**src/rtl/i2c_pkg.sv**
```systemverilog
// Shared definitions for the I2C init sequencer: controller modes, init-table
// entry layout, sequencer state encoding and the default codec bring-up table.
package i2c_pkg;

  localparam logic READ  = 1'b0;
  localparam logic WRITE = 1'b1;

  // Init-table entry layout (16 bits)
  localparam int TYPE_BIT  = 15;
  localparam int ADDR_MSB  = 14;
  localparam int ADDR_LSB  = 8;
  localparam int DATA_MSB  = 7;
  localparam int DATA_LSB  = 0;
  localparam int COUNT_MSB = 14;

  typedef enum logic [3:0] {
    ST_IDLE      = 4'd0,
    ST_FETCH     = 4'd1,
    ST_ISSUE     = 4'd2,
    ST_ARMED     = 4'd3,
    ST_WAIT_DONE = 4'd4,
    ST_GAP       = 4'd5,
    ST_DELAY     = 4'd6,
    ST_DONE      = 4'd7,
    ST_ERROR     = 4'd8
  } seq_state_e;

  typedef logic [255:0][15:0] rom_table_t;

  function automatic int cnt_width(input int n);
    return (n > 1) ? $clog2(n) : 1;
  endfunction

  // Codec bring-up: soft reset, settle, then power/format/sampling setup.
  function automatic rom_table_t codec_table();
    rom_table_t t = '0;
    t[0]  = 16'h1E00;
    t[1]  = 16'h8010;
    t[2]  = 16'h0C10;
    t[3]  = 16'h0E02;
    t[4]  = 16'h1000;
    t[5]  = 16'h0A00;
    t[6]  = 16'h0812;
    t[7]  = 16'h0079;
    t[8]  = 16'h0279;
    t[9]  = 16'h0417;
    t[10] = 16'h0617;
    t[11] = 16'h8004;
    t[12] = 16'h0C00;
    t[13] = 16'h1201;
    t[14] = 16'h8001;
    t[15] = 16'h0A06;
    return t;
  endfunction

endpackage

```
**src/rtl/i2c_init_rom.sv**
```systemverilog
// Combinational init-table lookup; the table contents come in as a parameter.
module i2c_init_rom
  import i2c_pkg::*;
#(
  parameter rom_table_t TABLE = codec_table()
) (
  input  logic [7:0]  index,
  output logic [15:0] data
);

  // NOTE: the table is a parameter-constant lookup, so there is no storage to reset.
  assign data = TABLE[index];

endmodule

```
**src/rtl/i2c_init_sequencer.sv**
```systemverilog
// Walks the init table, issuing single-byte writes to the I2C controller via
// its enable/ready handshake, with programmed delays and a ready timeout.
module i2c_init_sequencer
  import i2c_pkg::*;
#(
  parameter int         NUM_ENTRIES    = 16,
  parameter int         GAP_CYCLES     = 32,
  parameter int         DELAY_SCALE    = 256,
  parameter int         TIMEOUT_CYCLES = 1024,
  parameter rom_table_t INIT_TABLE     = codec_table()
) (
  input  logic       clk,
  input  logic       reset,
  input  logic       start,
  input  logic       ctrl_ready,
  output logic       ctrl_enable,
  output logic       ctrl_mode,
  output logic [6:0] ctrl_addr,
  output logic [7:0] ctrl_byte,
  output logic       busy,
  output logic       done,
  output logic       error,
  output logic [7:0] index
);

  localparam int         DW   = 15 + $clog2(DELAY_SCALE);
  localparam int         GW   = cnt_width(GAP_CYCLES);
  localparam int         TW   = cnt_width(TIMEOUT_CYCLES);
  localparam logic [7:0] LAST = 8'(NUM_ENTRIES - 1);

  seq_state_e    state, state_next;
  logic [15:0]   entry;
  logic [DW-1:0] delay_cnt;
  logic [GW-1:0] gap_cnt;
  logic [TW-1:0] timeout_cnt;
  logic          is_delay, delay_zero, last_entry;
  logic          delay_end, gap_end, timeout_hit;
  logic          launch, step;

  i2c_init_rom #(.TABLE(INIT_TABLE)) u_rom (
    .index (index),
    .data  (entry)
  );

  assign is_delay    = entry[TYPE_BIT];
  assign delay_zero  = (entry[COUNT_MSB:0] == 15'd0);
  assign last_entry  = (index == LAST);
  assign delay_end   = (delay_cnt == '0);
  assign gap_end     = (gap_cnt == GW'(GAP_CYCLES - 1));
  assign timeout_hit = (timeout_cnt == TW'(TIMEOUT_CYCLES - 1));
  assign ctrl_mode   = WRITE;

  // NOTE: sequential state uses non-blocking assignments so every register sees pre-edge values.
  always_ff @(posedge clk or posedge reset) begin
    if (reset) state <= ST_IDLE;
    else       state <= state_next;
  end

  // NOTE: every output of this block gets a default first so no path infers a latch.
  always_comb begin
    state_next  = state;
    ctrl_enable = 1'b0;
    busy        = 1'b1;
    done        = 1'b0;
    error       = 1'b0;
    launch      = 1'b0;
    step        = 1'b0;
    unique case (state)
      ST_IDLE: begin
        busy = 1'b0;
        if (start) begin
          launch     = 1'b1;
          state_next = ST_FETCH;
        end
      end
      ST_FETCH: begin
        if (!is_delay)       state_next = ST_ISSUE;
        else if (!delay_zero) state_next = ST_DELAY;
        else                 step       = 1'b1;
      end
      ST_ISSUE: begin
        ctrl_enable = 1'b1;
        state_next  = ST_ARMED;
      end
      // The controller's ready is ~enable-derived, so it is only trusted from here on
      ST_ARMED:     state_next = ST_WAIT_DONE;
      ST_WAIT_DONE: begin
        if (ctrl_ready)       state_next = ST_GAP;
        else if (timeout_hit) state_next = ST_ERROR;
      end
      ST_GAP:   step = gap_end;
      ST_DELAY: step = delay_end;
      ST_DONE: begin
        busy = 1'b0;
        done = 1'b1;
        if (start) begin
          launch     = 1'b1;
          state_next = ST_FETCH;
        end
      end
      ST_ERROR: begin
        busy  = 1'b0;
        error = 1'b1;
        if (start) begin
          launch     = 1'b1;
          state_next = ST_FETCH;
        end
      end
      default: state_next = ST_IDLE;
    endcase
    if (step) state_next = last_entry ? ST_DONE : ST_FETCH;
  end

  always_ff @(posedge clk or posedge reset) begin
    if (reset) begin
      index       <= '0;
      ctrl_addr   <= '0;
      ctrl_byte   <= '0;
      delay_cnt   <= '0;
      gap_cnt     <= '0;
      timeout_cnt <= '0;
    end else begin
      if (launch)                   index <= '0;
      else if (step && !last_entry) index <= index + 8'd1;

      if (state == ST_FETCH) begin
        if (!is_delay) begin
          ctrl_addr <= entry[ADDR_MSB:ADDR_LSB];
          ctrl_byte <= entry[DATA_MSB:DATA_LSB];
        end else if (!delay_zero) begin
          delay_cnt <= DW'(entry[COUNT_MSB:0]) * DW'(DELAY_SCALE) - DW'(1);
        end
      end else if (state == ST_DELAY && !delay_end) begin
        delay_cnt <= delay_cnt - DW'(1);
      end

      if (state == ST_ISSUE)
        timeout_cnt <= '0;
      else if ((state == ST_ARMED || state == ST_WAIT_DONE) && !timeout_hit)
        timeout_cnt <= timeout_cnt + TW'(1);

      if (state == ST_WAIT_DONE)
        gap_cnt <= '0;
      else if (state == ST_GAP && !gap_end)
        gap_cnt <= gap_cnt + GW'(1);
    end
  end

endmodule
```
**config.mk**
```make
export PLATFORM = sky130hd
export DESIGN_NAME = i2c_init_sequencer
export DESIGN_NICKNAME = d
export VERILOG_FILES = /design/src/rtl/i2c_pkg.sv /design/src/rtl/i2c_init_rom.sv /design/src/rtl/i2c_init_sequencer.sv
export SDC_FILE = /design/constraint.sdc
export NUM_CORES = 1
export LEC_CHECK = 0
export ABC_AREA = 0
export ABC_CLOCK_PERIOD_IN_PS = 3450
export BUFFER_PORTS_ARGS = -buffer_cell sky130_fd_sc_hd__buf_4
export CORE_MARGIN = 2
export CORE_UTILIZATION = 45
export CTS_BUF_LIST = sky130_fd_sc_hd__clkbuf_8
export CTS_CLUSTER_DIAMETER = 80
export DETAILED_ROUTE_END_ITERATION = 6
export SLEW_MARGIN = 20
export SYNTH_ARGS = -nofsm -noshare
export SYNTH_HDL_FRONTEND = slang
export SYNTH_SLANG_ARGS = --single-unit
```
**constraint.sdc**
```tcl
create_clock -name clk -period 3.45 [get_ports clk]
set_input_delay 0.345 -clock clk [delete_from_list [all_inputs] [get_ports clk]]
set_output_delay 0.345 -clock clk [all_outputs]
set_load 0.005 [all_outputs]
```
* Yosys cells after proc, flatten, opt, wreduce, memory -nomap -nowiden
Memories as Yosys holds them, arrays and structs flattened.
Cells that the tools add are included.
** Word-level totals
- Memories kept :: 1
- Register bits after elaboration :: 65
- Logic and storage cells :: 81
- Bits of input ports :: 4
- Bits in read-only memories :: 4096
- Output and inout port bits :: 28
** Operators by class
- Order comparisons :: 1
- Reduce and logical (&&, ||, !) cells :: 21
- Eq/ne operators :: 17
- Mux-type cells :: 28
- Add/subtract/negate cells :: 5
- Bitwise logic cells :: 1
** Memories
- (name not given) :: depth 256, width 16, read ports 1, clocked after memory_dff 0, write ports 0, RTL line i2c_init_rom.sv:12 : assign data = TABLE[index];
** Operator list (count)
- two-way mux 23 bit :: 4
- subtractor 23 x 1 -> 23 bit (second input constant) :: 2
- two-way mux 4 bit :: 6
- case mux 4 bit (6 select lines) :: 1
- logical NOT 23 bit :: 1
- two-way mux 10 bit :: 2
- equality test 4 x 3 -> 1 bit (second input constant) :: 4
- two-way mux 16 bit :: 1
- two-way mux 8 bit :: 2
- logical NOT 15 bit :: 1
- adder 10 x 1 -> 10 bit (second input constant) :: 1
- equality test 10 bit (second input constant) :: 1
- two-way mux 5 bit :: 2
- less-than comparator 8 x 9 -> 1 bit (second input constant) :: 1
- adder 8 x 1 -> 8 bit (second input constant) :: 1
- equality test 4 x 2 -> 1 bit (second input constant) :: 2
- equality test 8 x 4 -> 1 bit (second input constant) :: 1
- two-way mux 1 bit :: 8
- != test 4 bit (second input constant) :: 2
- nonzero test 2 bit :: 4
- adder 5 x 1 -> 5 bit (second input constant) :: 1
- equality test 5 bit (second input constant) :: 1
- equality test 4 x 1 -> 1 bit (second input constant) :: 1
- equality test 4 bit (second input constant) :: 1
- other kinds (15) :: 22

* Logic depth before layout (Yosys ltp)
Gate-level depths: netlist of run 1.
- Word-level depth :: 9
- Gate-level depth with buffers :: 14
- Mapped depth without buffers :: 13

* By module
A second synthesis of run 1 with hierarchy kept.
** Second synthesis, totals
- Cells, all modules :: 467
- Area total of the unflattened synthesis :: 4156.5 sq um
** By module, submodules not included
- i2c_init_sequencer :: instances 1, cells an instance 408, area an instance 3747.3 sq um, seq. area each 1626.6 sq um
- i2c_init_rom :: instances 1, cells an instance 59, area an instance 409.1 sq um, seq. area each 0.0 sq um

* Least setup slack after synthesis of run 1
No wires, ideal clock.
- Path kind :: flip-flop to flip-flop
- From :: register index[2]
- To :: register delay_cnt[18]
- Path slack :: 0.326 ns
- Cell stages (with the launch flop) :: 14
- Data arrival time :: 2.988 ns
- Required time :: 3.315 ns
- Setup time :: 0.135 ns
- Buffers on the path :: 3
- Period minus slack after synthesis :: 3.124 ns
- Path through :: dfrtp_1 -> clkbuf_1 -> clkbuf_1 -> buf_1 -> o21ai_0 -> a21oi_1 -> nand2b_1 -> ha_1 -> inv_1 -> a311oi_1 -> a32oi_1 -> or3b_2 -> a221oi_1 -> o22ai_1
** Between the ends
- Cells in the longest elaborated chain, start to end :: 6
- Elaborated cells on any way between the ends :: 10
- Classes of those cells :: add/sub (1); eq/ne (2); mux (4); reduce/logical (2); memory (1)
** Ends and longest elaborated chain
- from (decl) :: RTL line i2c_init_sequencer.sv:23 : output logic [7:0] index
- from (signal assigned) :: RTL line i2c_init_sequencer.sv:124 : else if (step && !last_entry) index <= index + 8'd1;
- memory read (256 x 16 bit) *
- two-way mux 16 bit (implied by the code) * :: RTL line i2c_init_rom.sv:12
- subtractor 23 x 1 -> 23 bit :: RTL line i2c_init_sequencer.sv:131 : delay_cnt <= DW'(entry[COUNT_MSB:0]) * DW'(DELAY_SCALE) - DW'(1);
- two-way mux 23 bit :: RTL line i2c_init_sequencer.sv:130 : end else if (!delay_zero) begin
- two-way mux 23 bit :: RTL line i2c_init_sequencer.sv:127 : if (!is_delay) begin
- two-way mux 23 bit :: RTL line i2c_init_sequencer.sv:126 : if (state == ST_FETCH) begin
- to (signal assigned) :: RTL line i2c_init_sequencer.sv:131
- to (signal assigned) :: RTL line i2c_init_sequencer.sv:134 : delay_cnt <= delay_cnt - DW'(1);
- to (decl) :: RTL line i2c_init_sequencer.sv:33 : logic [DW-1:0] delay_cnt;
Mark *: on every way between the ends. The rest lies on a longest branch, timed or not. The select of a mux whose other input is x is not followed.
A chain may end at the register's enable or synchronous reset.

* Worst setup path after layout of run 1
- From :: register index[1]
- To :: register index[3]
** Between the ends
- Cells in the longest elaborated chain, start to end :: 8
- Elaborated cells on any way between the ends :: 13
- Classes of those cells :: add/sub (1); eq/ne (1); mux (6); reduce/logical (4); memory (1)
** Ends and longest elaborated chain
- memory read (256 x 16 bit)
- two-way mux 16 bit (implied by the code) :: RTL line i2c_init_rom.sv:12
- logical NOT 15 bit :: RTL line i2c_init_sequencer.sv:46 : assign delay_zero = (entry[COUNT_MSB:0] == 15'd0);
- two-way mux 1 bit :: RTL line i2c_init_sequencer.sv:78 : else if (!delay_zero) state_next = ST_DELAY;
- two-way mux 1 bit :: RTL line i2c_init_sequencer.sv:77 : if (!is_delay) state_next = ST_ISSUE;
- case mux 1 bit (3 select lines) :: RTL line i2c_init_sequencer.sv:68 : unique case (state)
- logical AND 1 bit :: RTL line i2c_init_sequencer.sv:124
- nonzero test 2 bit (no line)
Parallel ways exist; a longest one is shown, timed or not. The select of a mux whose other input is x is not followed.

==> impl_metrics.yaml, run 1 <==
grt:
  antenna_found_initial: 0
  gr-total-overflow: 0
  grt_pass1_wl_um: 17040
  first_global_vias: 3464
  groute.usage.overall_pct: 21.21
  grt_max_degree: 32
status:
  status: "finished clean"
setup_path:
  end_kind: "flip-flop"
  worstSetupEndpoint: "index[3]$_DFFE_PP0P_"
  crit_path_top_delay_cell: "or4_1"
  start_kind: "flip-flop"
  rr_startpoint: "index[1]$_DFFE_PP0P_"
  rr_worst_depth: 8
  path_cells: "inv_1 > ha_1 > or3b_1 > a21oi_1 > o21ai_1 > or4_1 > a2111oi_4 > mux2i_1"
  criticalPathCategory: "flip-flop to flip-flop"
  r2r-end: "index[3]$_DFFE_PP0P_"
  required_ps: 3710
  arrival_ps: 3470
  max_stage_delay_ps: 750
  ff2ff_setup_slack_ps: 240
  crit_start: "index[1]$_DFFE_PP0P_"
  crit_fanout: 8
detailed_routing:
  drt-total-wl_um: 10210
  post_drt_wl_per_cell_um: 15.92
  dr.pass1.iters: 5
  drc: 0
  vias: 3694
  first_iter_violations: 264
  final_antenna_net_count: 0
  via_per_inst: 5.763
cts:
  cts_tree: "built"
  cts_sinks: 59
  cts_made_buffers: 9
  clk_pin_slew_ps: 70
  postCtsHoldBufs: 0
  clkLatencyLatePin_ps: 340
  clockBufferDepth: 2
  root_buffer: "clkbuf_8"
  cts.htree.levels: 3
floorplanning:
  top_level_ports: 32
  rows: 35
  die-area_mm2: 0.01003
  start_util_pct: 45.66
  fp.dieH_um: 100.1
  die_w_um: 100.1
  fp.coreArea_mm2: 0.009109
synthesis:
  synthesis.area_mm2: 0.004159
  synth_area_per_cell_um2: 8.335
  ys_types: 76
  synth-seq-cells: 59
  yosysWarnings: 0
  ys.flop_type: "dfrtp_1"
  synth_edf_count: 0
  syn_inst: 499
  postSynth.asyncResetShare_pct: 100.0
  seq_area_frac_synth_pct: 35.50
timing:
  worst_pin_slew_ps: 746.9
  setup_viol: 0
  fin_crit_sh_pct: 93.13
  final-hold-violation-count: 0
  fmax_mhz: 311.2
  layout_setup_ws_ps: 237.1
  finalMaxSlewViolations: 0
  rsz0062_at_grt: "false"
  relSlewSlack_pct: 49.56
  period_needed_ps: 3213
  hold-worst-slack_ps: 86.93
  tns_ps: 0
  fin_skew_ps: 5.712
run:
  maxCapViolations: 0
layout:
  drive_gt1_share_pct: 15.28
  area_growth_pct: 13.36
  diodes: 0
  seq_area_mm2: 0.001476
  final_common_cell: "dfrtp_1"
  nFillCells: 876
  fin_nets: 546
  layout_common_cells: "59 x dfrtp_1, 51 x nand2_1, 48 x buf_4, 45 x a21oi_1, 42 x nor2_1"
  multi_input_area_mm2: 0.002449
min_path:
  worst_hold_path_type: "primary input to asynchronous set/reset pin"
placed_design:
  pre_cts_slack_ps: 222.6
  numPortBuffers: 26
  gp_congestion: 0.8973
  dp_hpwl_um: 7374
power_and_ir_drop:
  power_density_mw_per_mm2: 618.8
  leakage_nw: 2.012
  vdd.ir_drop.worst_mv: 0.3637
  total_power_w: 0.002917
==> layer usage <==
metal,global-route usage (%),vias to the layer above,wire (µm)
met5,0,-,0
met4,7.060,0,115
met3,4.039,8,438
met2,32.58,97,4708
met1,30.14,1736,4943
li1,-,1853,-
==> cell families (layout without fill, tap and decap cells) <==
family | after synthesis | after routing | synth area share [%]
buffers and inverters | 58 | 86 | 6.167
xor gates and xnor gates | 19 | 19 | 4.001
other | 2 | 5 | 0.1806
adders and majority gates | 15 | 15 | 4.513
DFF | 59 | 59 | 35.50
muxes | 11 | 11 | 2.738
and+or+nand+nor | 198 | 198 | 24.79
AOI/OAI and AO/OA | 137 | 137 | 22.11
==> cell usage after synthesis (4+ instances only) <==
master	number	area, µm²
and3_1	8	50.05
nand2_1	51	191.4
o21ai_0	24	120.1
inv_1	24	90.09
dfrtp_1	59	1476
ha_1	15	187.7
buf_4	8	60.06
a21oi_1	45	225.2
o22ai_1	5	31.28
nor3_1	17	85.08
o41ai_1	4	35.03
nand2b_1	11	68.82
nor4_1	7	43.79
xnor2_1	8	70.07
a31oi_1	7	43.79
nor2_1	42	157.7
nor2b_1	5	31.28
clkbuf_1	17	63.81
xor2_1	11	96.34
o31ai_1	5	37.54
and2_1	7	43.79
nand4_1	9	56.30
mux2i_1	8	80.08
nand3_1	13	65.06
buf_2	6	30.03
==> report_power, final <==
part | leakage, nW | switching, W | internal (W)
Combinational | 1.15 | 0.000675 | 0.000483
Sequential | 0.755 | 0.000212 | 0.000896
Clock | 0.104 | 0.000268 | 0.000384
==> critical path: cells and delay by family, from the launching register on <==
family	cells	cell delay [ps]
multiplexers	1	230
AND/OR/NAND/NOR	2	1150
adder cells (fa/ha/maj)	1	380
buffers and inverters	1	90
AO/OA/AOI/OAI	3	810
flip-flops	1	460
==> what timing repair did <==
item	in CTS	in global routing
setup buffers	0	1
setup endpoints to repair	0	4
gates resized for setup	0	1
==> registers in the layout (all words and copies together), names as in the netlist <==
signal / cells
ctrl_addr: 4
ctrl_byte: 5
delay_cnt: 23
gap_cnt: 5
index: 8
state: 4
timeout_cnt: 10
==> metrics by stage <==
stage | instances | cell area, µm² | utilization [%]
after floorplan | 502 | 4170 | -
after global placement | 626 | 4504 | 49.45
after detailed placement | 626 | 4504 | 49.45
after CTS | 640 | 4705 | 51.65
after global routing | 641 | 4715 | 51.76
final | 641 | 4715 | 51.76
==> worst min path at each step <==
stage	start	cells past startpoint	to	slack [ps]
after floorplan	gap_cnt[3]$_DFFE_PP0P_	1	gap_cnt[3]$_DFFE_PP0P_	440
after global placement	gap_cnt[3]$_DFFE_PP0P_	1	gap_cnt[3]$_DFFE_PP0P_	460
after detailed placement	reset	2	timeout_cnt[8]$_DFFE_PP0P_	470
after CTS	reset	2	timeout_cnt[0]$_DFFE_PP0P_	100
after global routing	reset	2	timeout_cnt[8]$_DFFE_PP0P_	130
final	reset	2	timeout_cnt[0]$_DFFE_PP0P_	90
==> layout make-up <==
type                       instances  share of cell area (%)
timing repair buffer              48                   7.643
tap                              111                   2.946
clock inverter                     2                  0.7431
inverter                          24                   1.911
multi-input combinational        385                   51.94
sequential                        59                   31.32
clock buffer                      12                   3.503
No activity file was read; power rests on OpenSTA's default activity.
==> run 2: changes to the inputs <==
CORE_ASPECT_RATIO = 1.1   (was not set)
TNS_END_PERCENT = 5   (was not set)
==> impl_metrics.yaml, run 2 (synthesis gave the netlist of run 1 again) <==
timing:
  setup_viol: 0
  rsz0062_at_grt: "false"
  period_needed_ps: 3224
  hold-worst-slack_ps: 18.03
  relSlewSlack_pct: 46.08
  worst_pin_slew_ps: 804.0
  finalMaxSlewViolations: 0
  fin_crit_sh_pct: 93.46
  fmax_mhz: 310.1
  fin_skew_ps: 6.968
  final-hold-violation-count: 0
  tns_ps: 0
layout:
  final_core_util_pct: 52.72
  top_regs: "delay_cnt (23), timeout_cnt (10), index (8)"
  diodes: 0
  area_growth_pct: 13.06
  final_common_cell: "dfrtp_1"
  largest-register: "delay_cnt"
  largest_reg_flops: 23
  fin_nets: 548
  nFillCells: 860
  layout_common_cells: "58 x dfrtp_1, 51 x nand2_1, 50 x buf_4, 45 x a21oi_1, 42 x nor2_1"
  drive_gt1_share_pct: 15.60
  stdcell_area_mm2: 0.004702
floorplanning:
  rows: 36
  top_level_ports: 32
  die-area_mm2: 0.01003
  fp.coreArea_mm2: 0.008919
  start_util_pct: 46.63
  die_w_um: 95.66
  fp.dieH_um: 104.8
setup_path:
  max_stage_delay_ps: 480
  crit_path_top_delay_cell: "or3b_2"
  cp_num_buf_inv: 1
  cp_top_family: "compound AO/OA/AOI/OAI gates"
  crit_fanout: 8
  arrival_ps: 3440
  end_kind: "flip-flop"
  start_kind: "flip-flop"
  criticalPathCategory: "flip-flop to flip-flop"
  rr_startpoint: "index[1]$_DFFE_PP0P_"
  crit_start: "index[1]$_DFFE_PP0P_"
  path_cells: "ha_1 > ha_1 > nor2b_1 > a21oi_1 > nand2b_2 > ha_1 > inv_1 > a311oi_1 > a32oi_1 > or3b_2 > a221oi_1 > o22ai_1"
  crit_top_cell: "ha_1"
  required_ps: 3660
grt:
  gr-total-overflow: 0
  grt_max_degree: 29
  first_global_vias: 3655
  groute.usage.overall_pct: 22.63
  antenna_found_initial: 0
  grt_pass1_wl_um: 18110
cts:
  clk_pin_slew_ps: 70
  cts_made_buffers: 9
  postCtsHoldBufs: 0
  cts_tree: "built"
  clockBufferDepth: 2
  clkLatencyLatePin_ps: 340
  cts_sinks: 59
  cts.htree.levels: 3
  root_buffer: "clkbuf_8"
detailed_routing:
  dr.pass1.iters: 6
  final_antenna_net_count: 0
  first_iter_violations: 211
  drt-total-wl_um: 10710
  post_drt_wl_per_cell_um: 16.58
  drc: 0
  via_per_inst: 5.935
  vias: 3834
status:
  status: "finished clean"
placed_design:
  numPortBuffers: 26
  place_area_mm2: 0.004523
  gp_congestion: 0.8948
  dp_hpwl_um: 7695
power_and_ir_drop:
  vdd.ir_drop.worst_mv: 0.3732
  power_density_mw_per_mm2: 604.4
  total_power_w: 0.002842
  leakage_nw: 2.004
min_path:
  worst_hold_path_type: "primary input to asynchronous set/reset pin"
run:
  maxCapViolations: 0
## run 2: cell types whose count changed in the layout (fill, tap and decap cells not counted), sizes merged
cell | previous run | this run
clkbuf | 12 | 11
inv | 24 | 25
buf | 48 | 50
clkinvlp | 0 | 1
bufinv | 1 | 0
## run 2: area by class of cell
| type | count | area [µm²] | share of cell area (%) |
|---|---|---|---|
| clock buffer | 11 | 151.4 | 3.220 |
| inverter | 24 | 90.09 | 1.916 |
| multi-input combinational | 385 | 2449 | 52.08 |
| tap | 114 | 142.6 | 3.034 |
| timing repair buffer | 50 | 375.4 | 7.983 |
| sequential | 59 | 1478 | 31.43 |
| clock inverter | 3 | 16.27 | 0.3459 |
## run 2: routing by layer
layer	GRT usage [%]	wire length, µm	vias up
li1	-	-	1858
met1	33.01	5018	1850
met2	34.17	5048	111
met3	2.740	474	15
met4	8.265	167	0
met5	0	0	-
## run 2: where the power goes
group          switching [W]  leakage [nW]  internal, W
logic               0.000690          1.16     0.000481
registers           0.000204         0.753     0.000896
clock network       0.000283        0.0885     0.000288
total                0.00118          2.00      0.00167
## run 2: through the flow
stage | std cells | worst slack (ps)
after floorplan | 502 | 326.3
after global placement | 631 | 312.3
after detailed placement | 631 | 228.8
after CTS | 645 | 191.2
after global routing | 646 | 35.33
final | 646 | 225.5
## run 2: worst reg2reg max path, cell delays in order, from the launching register on
cell      delay [ps]
dfrtp_2          460
ha_1             290
ha_1             230
nor2b_1          180
a21oi_1          180
nand2b_2         200
ha_1             210
inv_1             80
a311oi_1         210
a32oi_1          170
or3b_2           480
a221oi_1         300
o22ai_1          130
## run 2: path summary, 6_finish.rpt
check / slack, ps / cells past startpoint / to
min reg2reg: 480 / 2 / ctrl_addr[3]$_DFFE_PP0P_
max in group asynchronous: 2780 / 3 / ctrl_addr[1]$_DFFE_PP0P_
max reg2reg: 230 / 12 / delay_cnt[18]$_DFFE_PP0P_
min: 20 / 2 / delay_cnt[0]$_DFFE_PP0P_
max: 230 / 12 / delay_cnt[18]$_DFFE_PP0P_
min in group clk: 210 / 2 / state[3]$_DFFE_PP0P_
## run 2: repair_timing
item	CTS	global route
resized for setup	0	2
buffers inserted	0	1
setup endpoints to repair	0	1
==> run 3: changes to the inputs <==
CELL_PAD_IN_SITES_DETAIL_PLACEMENT = 1   (was not set)
CELL_PAD_IN_SITES_GLOBAL_PLACEMENT = 2   (was not set)
CORE_UTILIZATION = 38   (was 45)
PLACE_DENSITY_LB_ADDON = 0.1   (was not set)
==> impl_metrics.yaml, run 3 (synthesis gave the netlist of run 1 again) <==
cts:
  cts_made_buffers: 9
  postCtsHoldBufs: 0
  clockBufferDepth: 2
  clk_pin_slew_ps: 70
  root_buffer: "clkbuf_8"
  cts_tree: "built"
  cts.htree.levels: 3
  cts_sinks: 59
  clkLatencyLatePin_ps: 350
floorplanning:
  rows: 40
  die-area_mm2: 0.01180
  fp.dieH_um: 113.7
  start_util_pct: 38.47
  die_w_um: 103.8
  top_level_ports: 32
  fp.coreArea_mm2: 0.01081
setup_path:
  max_stage_delay_ps: 490
  required_ps: 3670
  start_kind: "flip-flop"
  path_cells: "inv_1 > ha_2 > nand2_1 > o21ai_0 > o211ai_1 > ha_2 > inv_1 > a311oi_1 > a32oi_1 > or3b_2 > a221oi_2 > o22ai_1"
  cp_num_buf_inv: 2
  criticalPathCategory: "flip-flop to flip-flop"
  crit_path_top_delay_cell: "or3b_2"
  arrival_ps: 3400
  crit_fanout: 8
  crit_start: "index[1]$_DFFE_PP0P_"
  end_kind: "flip-flop"
  rr_startpoint: "index[1]$_DFFE_PP0P_"
  cp_top_family: "compound AO/OA/AOI/OAI gates"
power_and_ir_drop:
  vdd.ir_drop.worst_mv: 0.2528
  power_density_mw_per_mm2: 615.4
  p_sw_share_pct: 41.74
  p_switching_w: 0.001227
  internal-power_w: 0.001713
  pwr-share-seq_pct: 37.3
  p_clk_share_pct: 20.9
  combPwrFrac_pct: 41.9
  leakage_nw: 2.017
timing:
  worst_pin_slew_ps: 790.1
  fin_crit_sh_pct: 92.33
  finalMaxSlewViolations: 0
  final-hold-violation-count: 0
  tns_ps: 0
  period_needed_ps: 3185
  relSlewSlack_pct: 46.64
  fin_skew_ps: 8.967
  setup_viol: 0
  fmax_mhz: 313.9
  rsz0062_at_grt: "false"
layout:
  drive_gt1_share_pct: 16.32
  top_regs: "delay_cnt (23), timeout_cnt (10), index (8)"
  layout_common_cells: "57 x dfrtp_1, 51 x nand2_1, 49 x buf_4, 45 x a21oi_1, 42 x nor2_1"
  area_growth_pct: 14.89
  largest-register: "delay_cnt"
  diodes: 0
  largest_reg_flops: 23
  final_common_cell: "dfrtp_1"
  fin_nets: 548
  stdcell_area_mm2: 0.004778
detailed_routing:
  dr.pass1.iters: 4
  drc: 0
  via_per_inst: 5.603
  first_iter_violations: 180
  vias: 3810
  post_drt_wl_per_cell_um: 17.78
  final_antenna_net_count: 0
  drt-total-wl_um: 12090
status:
  status: "finished clean"
placed_design:
  numPortBuffers: 26
  gp_congestion: 0.8287
  dp_hpwl_um: 8709
  place_area_mm2: 0.004577
grt:
  gr-total-overflow: 0
  groute.usage.overall_pct: 21.43
  grt_pass1_wl_um: 20490
  antenna_found_initial: 0
  grt_max_degree: 35
  first_global_vias: 3988
run:
  maxCapViolations: 0
min_path:
  worst_hold_path_type: "primary input to asynchronous set/reset pin"
==> run 3: worst paths after layout <==
| kind | endpoint | slack, ps | cells after the start |
|---|---|---|---|
| worst max register to register | delay_cnt[18]$_DFFE_PP0P_ | 260 | 12 |
| worst min-delay path | timeout_cnt[6]$_DFFE_PP0P_ | 50 | 2 |
| max in group asynchronous | index[0]$_DFFE_PP0P_ | 2470 | 3 |
| worst max-delay path | delay_cnt[18]$_DFFE_PP0P_ | 260 | 12 |
| worst min register to register | ctrl_byte[2]$_DFFE_PP0P_ | 480 | 2 |
| min in group clk | state[3]$_DFFE_PP0P_ | 200 | 2 |
==> run 3: what timing repair did <==
item / 4_1_cts / 5_1_grt
endpoints found under the hold margin: 0 / 0
buffers inserted: 0 / 1
gates resized for setup: 0 / 7
endpoints found under the setup margin: 0 / 12
==> run 3: metrics by stage <==
stage	util (%)	hold slack, ps	worst slack [ps]	total power [W]	instances
6_report	44.20	49.83	264.5	0.002940	680
5_1_grt	44.20	93.72	50.86	0.003183	680
4_1_cts	43.96	68.46	91.48	0.002966	679
3_5_place_dp	42.34	450.9	152.0	0.002340	664
3_3_place_gp	42.34	436.0	284.2	0.002306	664
2_1_floorplan	-	439.1	326.3	0.001925	502
==> run 3: routing by layer <==
metal / part of all wire [%] / GRT usage [%] / up-vias / routed length (µm)
met5: 0 / 0 / - / 0
met4: 1.0 / 6.667 / 0 / 124
met3: 1.6 / 2.571 / 8 / 192
met2: 50 / 36.82 / 33 / 6015
met1: 48 / 28.51 / 1915 / 5757
li1: - / - / 1854 / -
==> run 3: area by class of cell <==
| cell class | instances | area (µm²) |
|---|---|---|
| multi-input cells | 385 | 2462 |
| clock buffers | 9 | 123.9 |
| flip-flops and latches | 59 | 1479 |
| inverters | 24 | 90.09 |
| repair buffers | 50 | 387.9 |
| well taps | 147 | 183.9 |
| fillers | 1333 | 6032 |
| clock inverters | 6 | 51.30 |
==> run 3: worst register-to-register path: stages (launching register included) <==
cell	delay (ps)
dfrtp_2	470
inv_1	100
ha_2	320
nand2_1	100
o21ai_0	100
o211ai_1	360
ha_2	270
inv_1	70
a311oi_1	240
a32oi_1	180
or3b_2	490
a221oi_2	260
o22ai_1	110
==> run 3: power by group through the flow <==
stage          Clock [W]  Sequential (W)  Combinational [W]
2_1_floorplan          0         0.00105           0.000874
3_3_place_gp           0         0.00109            0.00121
3_5_place_dp           0         0.00111            0.00123
4_1_cts         0.000628         0.00110            0.00124
5_1_grt         0.000653         0.00113            0.00140
6_report        0.000613         0.00110            0.00123
